==> src/rtl/stdp_pkg.sv <==
// ---------------------------------------------------------------------------
// stdp_pkg
// Shared types and helpers for the STDP learner.
//   upd_kind_e      : kind of the last weight update (LTD / LTP)
//   stdp_delta      : update magnitude that halves every 2**tau_log2 cycles
//   stdp_sat_add    : add clamped at an upper bound
//   stdp_sat_sub    : subtract clamped at a lower bound
//   stdp_params_ok  : legality check for the parameter set of stdp_array
// ---------------------------------------------------------------------------
package stdp_pkg;

  typedef enum logic {
    UPD_LTD = 1'b0,
    UPD_LTP = 1'b1
  } upd_kind_e;

  // Amplitude decayed by one right shift per 2**tau_log2 cycles of distance.
  function automatic int unsigned stdp_delta(input int unsigned amp,
                                             input int unsigned dt,
                                             input int unsigned tau_log2);
    int unsigned shamt;
    shamt = dt >> tau_log2;
    // Very long distances are fully decayed; avoids relying on oversized shifts.
    if (shamt > 31) return 0;
    return amp >> shamt;
  endfunction

  // Weights and deltas both fit in W_WIDTH bits, so the sum never exceeds
  // W_WIDTH+1 bits before the clamp.
  function automatic int unsigned stdp_sat_add(input int unsigned w,
                                               input int unsigned delta,
                                               input int unsigned w_max);
    int unsigned sum;
    sum = w + delta;
    return (sum > w_max) ? w_max : sum;
  endfunction

  // Compare before subtracting so the unsigned result can never wrap.
  function automatic int unsigned stdp_sat_sub(input int unsigned w,
                                               input int unsigned delta,
                                               input int unsigned w_min);
    return (w < w_min + delta) ? w_min : w - delta;
  endfunction

  function automatic bit stdp_params_ok(input int n_pre,
                                        input int w_width,
                                        input int t_width,
                                        input int window,
                                        input int tau_log2,
                                        input int a_plus,
                                        input int a_minus,
                                        input int w_init,
                                        input int w_min,
                                        input int w_max);
    bit ok;
    ok = 1'b1;
    if (n_pre < 1) ok = 1'b0;
    if (w_width < 1 || w_width > 30) ok = 1'b0;
    if (t_width < 2 || t_width > 30) ok = 1'b0;
    if (tau_log2 < 0) ok = 1'b0;
    if (ok) begin
      // The timer must be able to exceed the window without saturating inside it.
      if (window < 0 || window >= (1 << t_width) - 1) ok = 1'b0;
      if (w_min < 0 || w_min > w_max || w_max > (1 << w_width) - 1) ok = 1'b0;
      if (w_init < w_min || w_init > w_max) ok = 1'b0;
      if (a_plus < 0 || a_plus > (1 << w_width) - 1) ok = 1'b0;
      if (a_minus < 0 || a_minus > (1 << w_width) - 1) ok = 1'b0;
    end
    return ok;
  endfunction

endpackage

==> src/rtl/stdp_array_if.sv <==
// ---------------------------------------------------------------------------
// stdp_array_if
// Spike inputs and weight/update outputs of the STDP learner.
//   pre_spike  : one bit per pre-synaptic channel
//   post_spike : post-synaptic spike
//   learn_en   : enables weight updates
//   weight     : flattened weights, channel i at [i*W_WIDTH +: W_WIDTH]
//   upd_valid  : one-cycle pulse per channel that updated
//   upd_ltp    : 1 = LTP, 0 = LTD, qualified by upd_valid
// master drives spikes (spike sources), slave is the learner.
// ---------------------------------------------------------------------------
interface stdp_array_if #(
  parameter int N_PRE   = 4,
  parameter int W_WIDTH = 8
);
  logic [N_PRE-1:0]         pre_spike;
  logic                     post_spike;
  logic                     learn_en;
  logic [N_PRE*W_WIDTH-1:0] weight;
  logic [N_PRE-1:0]         upd_valid;
  logic [N_PRE-1:0]         upd_ltp;

  modport master (
    output pre_spike, post_spike, learn_en,
    input  weight, upd_valid, upd_ltp
  );

  modport slave (
    input  pre_spike, post_spike, learn_en,
    output weight, upd_valid, upd_ltp
  );
endinterface

==> src/rtl/stdp_synapse.sv <==
// ---------------------------------------------------------------------------
// stdp_synapse
// One plastic synapse: pre-spike timer, its seen flag, the weight register
// and the LTP/LTD decision.
//   clk, rst_n      : clock, async active-low reset
//   pre_spike_i     : this channel's pre spike
//   post_spike_i    : post spike (broadcast)
//   learn_en_i      : weight update enable (broadcast)
//   post_in_win_i   : post spike seen and post timer within the window
//   post_t_i        : post timer value (LTD distance)
//   weight_o        : current weight
//   upd_valid_o     : one-cycle update pulse
//   upd_ltp_o       : 1 when that update was LTP
// ---------------------------------------------------------------------------
module stdp_synapse
  import stdp_pkg::*;
#(
  parameter int W_WIDTH  = 8,
  parameter int T_WIDTH  = 8,
  parameter int WINDOW   = 20,
  parameter int TAU_LOG2 = 2,
  parameter int A_PLUS   = 16,
  parameter int A_MINUS  = 8,
  parameter int W_INIT   = 64,
  parameter int W_MIN    = 0,
  parameter int W_MAX    = 255
) (
  input  logic               clk,
  input  logic               rst_n,
  input  logic               pre_spike_i,
  input  logic               post_spike_i,
  input  logic               learn_en_i,
  input  logic               post_in_win_i,
  input  logic [T_WIDTH-1:0] post_t_i,
  output logic [W_WIDTH-1:0] weight_o,
  output logic               upd_valid_o,
  output logic               upd_ltp_o
);

  localparam logic [T_WIDTH-1:0] T_MAX = '1;

  logic [T_WIDTH-1:0] pre_t_q, pre_t_d;
  logic               pre_seen_q, pre_seen_d;
  logic [W_WIDTH-1:0] weight_q, weight_d;
  logic               upd_valid_q, upd_valid_d;
  upd_kind_e          upd_kind_q, upd_kind_d;
  logic               ltp_fire, ltd_fire;

  always_comb begin
    pre_t_d     = pre_t_q;
    pre_seen_d  = pre_seen_q;
    weight_d    = weight_q;
    upd_valid_d = 1'b0;
    upd_kind_d  = UPD_LTD;

    // Timer restarts at 1 on a spike and otherwise counts up, sticking at max.
    if (pre_spike_i) begin
      pre_t_d    = T_WIDTH'(1);
      pre_seen_d = 1'b1;
    end else if (pre_t_q != T_MAX) begin
      pre_t_d = pre_t_q + T_WIDTH'(1);
    end

    // A coincident pre/post pair on this channel is neither LTP nor LTD.
    ltp_fire = post_spike_i && !pre_spike_i && pre_seen_q &&
               (pre_t_q <= T_WIDTH'(WINDOW));
    ltd_fire = pre_spike_i && !post_spike_i && post_in_win_i;

    if (learn_en_i) begin
      if (ltp_fire) begin
        weight_d    = W_WIDTH'(stdp_sat_add(32'(weight_q),
                        stdp_delta(A_PLUS, 32'(pre_t_q), TAU_LOG2), W_MAX));
        upd_valid_d = 1'b1;
        upd_kind_d  = UPD_LTP;
      end else if (ltd_fire) begin
        weight_d    = W_WIDTH'(stdp_sat_sub(32'(weight_q),
                        stdp_delta(A_MINUS, 32'(post_t_i), TAU_LOG2), W_MIN));
        upd_valid_d = 1'b1;
        upd_kind_d  = UPD_LTD;
      end
    end
  end

  always_ff @(posedge clk or negedge rst_n) begin
    if (!rst_n) begin
      pre_t_q     <= '0;
      pre_seen_q  <= 1'b0;
      weight_q    <= W_WIDTH'(W_INIT);
      upd_valid_q <= 1'b0;
      upd_kind_q  <= UPD_LTD;
    end else begin
      pre_t_q     <= pre_t_d;
      pre_seen_q  <= pre_seen_d;
      weight_q    <= weight_d;
      upd_valid_q <= upd_valid_d;
      upd_kind_q  <= upd_kind_d;
    end
  end

  assign weight_o    = weight_q;
  assign upd_valid_o = upd_valid_q;
  assign upd_ltp_o   = (upd_kind_q == UPD_LTP);

endmodule

==> src/rtl/stdp_array.sv <==
// ---------------------------------------------------------------------------
// stdp_array
// Pair-based STDP learner for one post-synaptic neuron and N_PRE synapses.
// Owns the post-spike timer and broadcasts it to one stdp_synapse per channel.
//   clk     : clock
//   rst_n   : async active-low reset
//   bus_io  : stdp_array_if slave (spikes and learn_en in; weights and update
//             pulses out). The interface instance must use the same N_PRE and
//             W_WIDTH as this module.
// ---------------------------------------------------------------------------
module stdp_array
  import stdp_pkg::*;
#(
  parameter int N_PRE    = 4,
  parameter int W_WIDTH  = 8,
  parameter int T_WIDTH  = 8,
  parameter int WINDOW   = 20,
  parameter int TAU_LOG2 = 2,
  parameter int A_PLUS   = 16,
  parameter int A_MINUS  = 8,
  parameter int W_INIT   = 64,
  parameter int W_MIN    = 0,
  parameter int W_MAX    = 255
) (
  input  logic        clk,
  input  logic        rst_n,
  stdp_array_if.slave bus_io
);

  localparam logic [T_WIDTH-1:0] T_MAX = '1;

  if (!stdp_params_ok(N_PRE, W_WIDTH, T_WIDTH, WINDOW, TAU_LOG2, A_PLUS,
                      A_MINUS, W_INIT, W_MIN, W_MAX)) begin : g_param_error
    $error("stdp_array: illegal parameter set");
  end

  logic [T_WIDTH-1:0]              post_t_q, post_t_d;
  logic                            post_seen_q, post_seen_d;
  logic                            post_in_win;
  logic [N_PRE-1:0][W_WIDTH-1:0]   weight_w;
  logic [N_PRE-1:0]                upd_valid_w;
  logic [N_PRE-1:0]                upd_ltp_w;

  // Post timer behaves exactly like the per-channel pre timers.
  always_comb begin
    post_t_d    = post_t_q;
    post_seen_d = post_seen_q;
    if (bus_io.post_spike) begin
      post_t_d    = T_WIDTH'(1);
      post_seen_d = 1'b1;
    end else if (post_t_q != T_MAX) begin
      post_t_d = post_t_q + T_WIDTH'(1);
    end
  end

  always_ff @(posedge clk or negedge rst_n) begin
    if (!rst_n) begin
      post_t_q    <= '0;
      post_seen_q <= 1'b0;
    end else begin
      post_t_q    <= post_t_d;
      post_seen_q <= post_seen_d;
    end
  end

  assign post_in_win = post_seen_q && (post_t_q <= T_WIDTH'(WINDOW));

  for (genvar i = 0; i < N_PRE; i++) begin : g_syn
    stdp_synapse #(
      .W_WIDTH (W_WIDTH),
      .T_WIDTH (T_WIDTH),
      .WINDOW  (WINDOW),
      .TAU_LOG2(TAU_LOG2),
      .A_PLUS  (A_PLUS),
      .A_MINUS (A_MINUS),
      .W_INIT  (W_INIT),
      .W_MIN   (W_MIN),
      .W_MAX   (W_MAX)
    ) u_syn (
      .clk          (clk),
      .rst_n        (rst_n),
      .pre_spike_i  (bus_io.pre_spike[i]),
      .post_spike_i (bus_io.post_spike),
      .learn_en_i   (bus_io.learn_en),
      .post_in_win_i(post_in_win),
      .post_t_i     (post_t_q),
      .weight_o     (weight_w[i]),
      .upd_valid_o  (upd_valid_w[i]),
      .upd_ltp_o    (upd_ltp_w[i])
    );
  end

  assign bus_io.weight    = weight_w;
  assign bus_io.upd_valid = upd_valid_w;
  assign bus_io.upd_ltp   = upd_ltp_w;

endmodule

==> src/flat_wrapper.sv <==
// flat-port wrapper written by rule: the top's interface ports become plain ports
module stdp_array_flat import stdp_pkg::*;
#(
  parameter int N_PRE    = 4,
  parameter int W_WIDTH  = 8,
  parameter int T_WIDTH  = 8,
  parameter int WINDOW   = 20,
  parameter int TAU_LOG2 = 2,
  parameter int A_PLUS   = 16,
  parameter int A_MINUS  = 8,
  parameter int W_INIT   = 64,
  parameter int W_MIN    = 0,
  parameter int W_MAX    = 255
)
  (clk, rst_n, bus_io_pre_spike, bus_io_post_spike, bus_io_learn_en, bus_io_weight, bus_io_upd_valid, bus_io_upd_ltp);
  stdp_array_if #(.N_PRE(N_PRE), .W_WIDTH(W_WIDTH)) bus_io_i ();
  input  logic clk;
  input  logic rst_n;
  input wire logic [$bits(bus_io_i.pre_spike)-1:0] bus_io_pre_spike;
  input wire logic [$bits(bus_io_i.post_spike)-1:0] bus_io_post_spike;
  input wire logic [$bits(bus_io_i.learn_en)-1:0] bus_io_learn_en;
  output wire logic [$bits(bus_io_i.weight)-1:0] bus_io_weight;
  output wire logic [$bits(bus_io_i.upd_valid)-1:0] bus_io_upd_valid;
  output wire logic [$bits(bus_io_i.upd_ltp)-1:0] bus_io_upd_ltp;
  assign bus_io_i.pre_spike = bus_io_pre_spike;
  assign bus_io_i.post_spike = bus_io_post_spike;
  assign bus_io_i.learn_en = bus_io_learn_en;
  assign bus_io_weight = bus_io_i.weight;
  assign bus_io_upd_valid = bus_io_i.upd_valid;
  assign bus_io_upd_ltp = bus_io_i.upd_ltp;
  stdp_array #(.N_PRE(N_PRE), .W_WIDTH(W_WIDTH), .T_WIDTH(T_WIDTH), .WINDOW(WINDOW), .TAU_LOG2(TAU_LOG2), .A_PLUS(A_PLUS), .A_MINUS(A_MINUS), .W_INIT(W_INIT), .W_MIN(W_MIN), .W_MAX(W_MAX)) u_core (.clk(clk), .rst_n(rst_n), .bus_io(bus_io_i));
endmodule
==> config.mk <==
export PLATFORM = sky130hd
export DESIGN_NAME = stdp_array_flat
export DESIGN_NICKNAME = d
export VERILOG_FILES = /design/src/rtl/stdp_pkg.sv /design/src/rtl/stdp_array_if.sv /design/src/rtl/stdp_synapse.sv /design/src/rtl/stdp_array.sv /design/src/flat_wrapper.sv
export SDC_FILE = /design/constraint.sdc
export NUM_CORES = 1
export LEC_CHECK = 0
export ABC_AREA = 1
export BUFFER_PORTS_ARGS = -buffer_cell sky130_fd_sc_hd__buf_2
export CORE_UTILIZATION = 60
export DETAILED_ROUTE_END_ITERATION = 8
export GPL_TIMING_DRIVEN = 0
export PLACE_DENSITY = 0.85
export SLEW_MARGIN = 20
export SYNTH_ARGS = -nofsm -noshare
export SYNTH_HDL_FRONTEND = slang
export SYNTH_SLANG_ARGS = --single-unit
==> constraint.sdc <==
create_clock -name clk -period 3.8 [get_ports clk]
set_input_delay 0.76 -clock clk [delete_from_list [all_inputs] [get_ports clk]]
set_output_delay 0.76 -clock clk [all_outputs]
set_load 0.03 [all_outputs]
==> key figures <==
Route
  – DR vias/cell: 5.443
  – Total Wirelength: 16280 µm
  – DRT iter0 DRCs: 488
  – Routed WL per cell: 13.18 µm
  – Vias: 6722
  – Residual DRC: 0
  – Post-DRT Antenna Nets: 0
  – DR pass1 iterations: 5

GRT
  – Antenna violations before repair: 0
  – First-pass GRT wire length: 27670 µm
  – Global route overflow: 0
  – Total Routing Usage GR: 0.2724
  – Number of global-route vias before repair: 6126
  – Pin count of the biggest net entering global routing: 49

Synth
  – Register area share after synthesis: 0.3004
  – Post-Synthesis Cells: 1028
  – Synth Cell Area: 7098 µm²
  – EDFF count, synth: 0
  – Ys Warns: 0
  – Seq cells post-synth: 85
  – Synth Area per Inst: 6.905 µm²
  – Unique cell type count in the Yosys netlist: 43
  – Asr flop ratio synth: 1.000
  – Post-synth net total: 1094
  – Ys flop type: dfrtp_1

Setup path
  – Crit path buf inv count: 3
  – Delay-heaviest family, CP: simple AND/OR/NAND/NOR gates
  – Critical path's most frequent cell: nand2_1
  – Critical-path cell list: inv_1 > nand3_2 > inv_1 > nand3_1 > nor2_1 > ha_1 > inv_1 > fa_1 > nand2_1 > nand2_1 > nand2_1 > nand2_1 > nor2_1 > nor2_4 > nand3_1 > nand2_1 > nand2_1 > nand2_1
  – CP max stage cell: nor2_1
  – Worst Reg-to-Reg Cells: 18
  – WS Path Type: register to register
  – Critical Path Sink Type: register
  – CP arrival: 3240 ps
  – Critical path required time: 4040 ps
  – Startpoint Class: register
  – Reg-to-reg endpoint: u_core.g_syn[1].u_syn.weight_o[4]
  – Max stage delay on crit path: 460 ps
  – Reg-to-reg critical path startpoint: u_core.post_t_q[7]
  – Reg-to-reg setup timing slack: 800 ps
  – Critical path peak fanout: 9

Flow run
  – Max Cap Violations: 0

Placed design
  – RePlAce Congestion: 0.9017
  – IO buf count: 47
  – # placed instances: 1219
  – Dpl cell area: 7542 µm²
  – DPL Wire Length: 11950 µm

Die
  – Core area: 11470 µm²
  – Num ports: 48
  – Standard-cell rows: 39
  – Initial core utilization: 0.6190
  – Total die area: 12270 µm²
  – Die height: 110.8 µm
  – Die width: 110.8 µm

Finish
  – Share of layout cells above drive strength 1: 0.1392
  – Final #Nets: 1153
  – Fin cells: 1235
  – Layout area overhead: 10.68%
  – Design area: 7856 µm²
  – Number of diodes: 0

Power
  – Worst vdd ir: 0.0005118 V
  – PD cells: 609.8 nW/µm²
  – Total power: 4.791 mW
  – Leak pwr: 4.335 nW

Clock tree
  – Setup bufs post-CTS: 0
  – Root buf cell: clkbuf_16
  – # H-tree levels: 3
  – CTS resizes: 0
  – # hold bufs at CTS: 0
  – Clock Pin Slew Worst Setup and Hold Paths: 60 ps
  – Insertion delay to the later sink of the worst-skew pair: 350 ps
  – CTS Buf Count: 9
  – Maximum clock path buffer count: 2
  – CTS tree: done
  – CTS sink cnt: 85

Run status
  – Outcome: completed

STA
  – Max_slew headroom: 0.6114
  – Endpoints failing setup: 0
  – Final hold viol count: 0
  – Final Critical Period: 2998 ps
  – Max Slew Vio Count: 0
  – Final hold slack: 399.4 ps
  – Skew final: 6.019 ps
  – Unrepaired setup endpoints after global routing: no
  – Setup TNS: 0 ps
  – Worst-margin pin slew: 580.7 ps
  – Peak Freq: 333.6 MHz
  – Period utilization: 0.7889

Hold path
  – Worst min path class: input port to asynchronous set/reset pin
routing by layer:
layer	share of wire	up-vias	wire, µm	global-route usage
met2	0.47	172	7624	0.4513
met5	0	-	0	0
met1	0.47	3098	7699	0.3652
li1	-	3427	-	-
met3	0.041	25	661	0.04101
met4	0.018	0	291	0.09156
kinds of logic after synthesis:
group                      Yosys count  share of synthesized area
and+or+nand+nor                    600                     0.3820
buffers and inverters              169                     0.1010
AOI/OAI and AO/OA                   93                    0.07756
DFF                                 85                     0.3004
adders and majority gates           58                     0.1107
xor gates and xnor gates            23                    0.02838
placed cells by master (no fill, tap or decap), types with 15 or more instances in the layout:
cell type and instances:
nor4_1 22, buf_2 55, a21oi_1 17, nand2_1 317, nor2_1 82, nand3_1 108
dfrtp_1 81, ha_1 50, inv_2 16, inv_1 128, xor2_1 15, o21ai_0 39
flip-flops by register name, summed over array words and instances, names as in the netlist:
signal,cells
u_core.g_syn.u_syn.weight_o,32
u_core.g_syn.u_syn.upd_valid_o,4
u_core.g_syn.u_syn.pre_seen_q,4
u_core.g_syn.u_syn.pre_t_q,32
u_core.g_syn.u_syn.upd_ltp_o,4
u_core.post_t_q,8
u_core.post_seen_q,1
through the flow:
stage	setup WS, ps	util
finish	802.1	0.6851
global route	539.7	0.6851
CTS	813.4	0.6851
detailed placement	850.6	0.6577
global placement	876.4	0.6551
floorplan	1251	-
worst reg2reg max path, delay by kind of cell (launching register included):
family        cells  cell delay, ps
fa+ha+maj         2             640
flops             1             380
simple gates     13            1580
buf+inv           3             300
worst max-delay path by stage:
| stage | startpoint | endpoint | slack, ps | depth (start not counted) |
|---|---|---|---|---|
| floorplan | u_core.post_t_q[7] | u_core.g_syn[3].u_syn.weight_o[3] | 1250 | 18 |
| global route | u_core.post_t_q[7] | u_core.g_syn[2].u_syn.weight_o[1] | 540 | 16 |
| finish | u_core.post_t_q[7] | u_core.g_syn[1].u_syn.weight_o[4] | 800 | 18 |
| detailed placement | u_core.post_t_q[7] | u_core.g_syn[3].u_syn.weight_o[1] | 850 | 18 |
| CTS | u_core.post_t_q[7] | u_core.g_syn[1].u_syn.weight_o[4] | 810 | 18 |
| global placement | u_core.post_t_q[7] | u_core.g_syn[3].u_syn.weight_o[3] | 880 | 18 |
report_power, final:
group | leakage (nW) | total (mW) | switching (mW) | internal (mW)
clock | 0.151 | 0.966 | 0.370 | 0.596
combinational | 3.09 | 2.48 | 1.60 | 0.886
sequential | 1.09 | 1.34 | 0.255 | 1.09
total | 4.33 | 4.79 | 2.22 | 2.57
cell type report:
class | instances | area, µm²
plain buffers | 23 | 165.2
clock buffers | 14 | 254.0
clock inverters | 2 | 60.06
flip-flops and latches | 85 | 2132
multi-input cells | 774 | 4249
inverters | 146 | 551.8
well taps | 143 | 178.9
repair buffers | 48 | 265.3
fillers | 946 | 3611
synthesized netlist by cell type, types with 2 or more instances:
| library cell | instances | area (µm²) |
|---|---|---|
| a31oi_1 | 7 | 43.79 |
| dfstp_2 | 4 | 105.1 |
| a21oi_1 | 17 | 85.08 |
| nor2_1 | 82 | 307.8 |
| nor2_4 | 2 | 22.52 |
| inv_2 | 16 | 60.06 |
| o21ai_2 | 3 | 26.28 |
| o21ai_1 | 9 | 45.04 |
| buf_4 | 10 | 75.07 |
| o21bai_1 | 4 | 30.03 |
| a21oi_2 | 2 | 17.52 |
| nand3b_1 | 5 | 37.54 |
| buf_2 | 9 | 45.04 |
| xor2_1 | 15 | 131.4 |
| nand3_2 | 3 | 30.03 |
| nand2_4 | 4 | 45.04 |
| inv_1 | 128 | 480.5 |
| xnor2_1 | 8 | 70.07 |
| nor2_2 | 5 | 31.28 |
| nor4_1 | 22 | 137.6 |
| nand2_2 | 12 | 75.07 |
| nand2_1 | 317 | 1190 |
| o31ai_1 | 3 | 22.52 |
| ha_1 | 50 | 625.6 |
| a22oi_1 | 2 | 15.01 |
| a211oi_1 | 4 | 30.03 |
| nand2_8 | 2 | 40.04 |
| or2_2 | 8 | 50.05 |
| dfrtp_1 | 81 | 2027 |
| nand3_1 | 108 | 540.5 |
| fa_1 | 8 | 160.2 |
| a21oi_4 | 2 | 32.53 |
| nand4_1 | 12 | 75.07 |
| o21ai_0 | 39 | 195.2 |
| nor3_1 | 14 | 70.07 |
| buf_6 | 4 | 45.04 |
(Power assumes the default switching activity.)
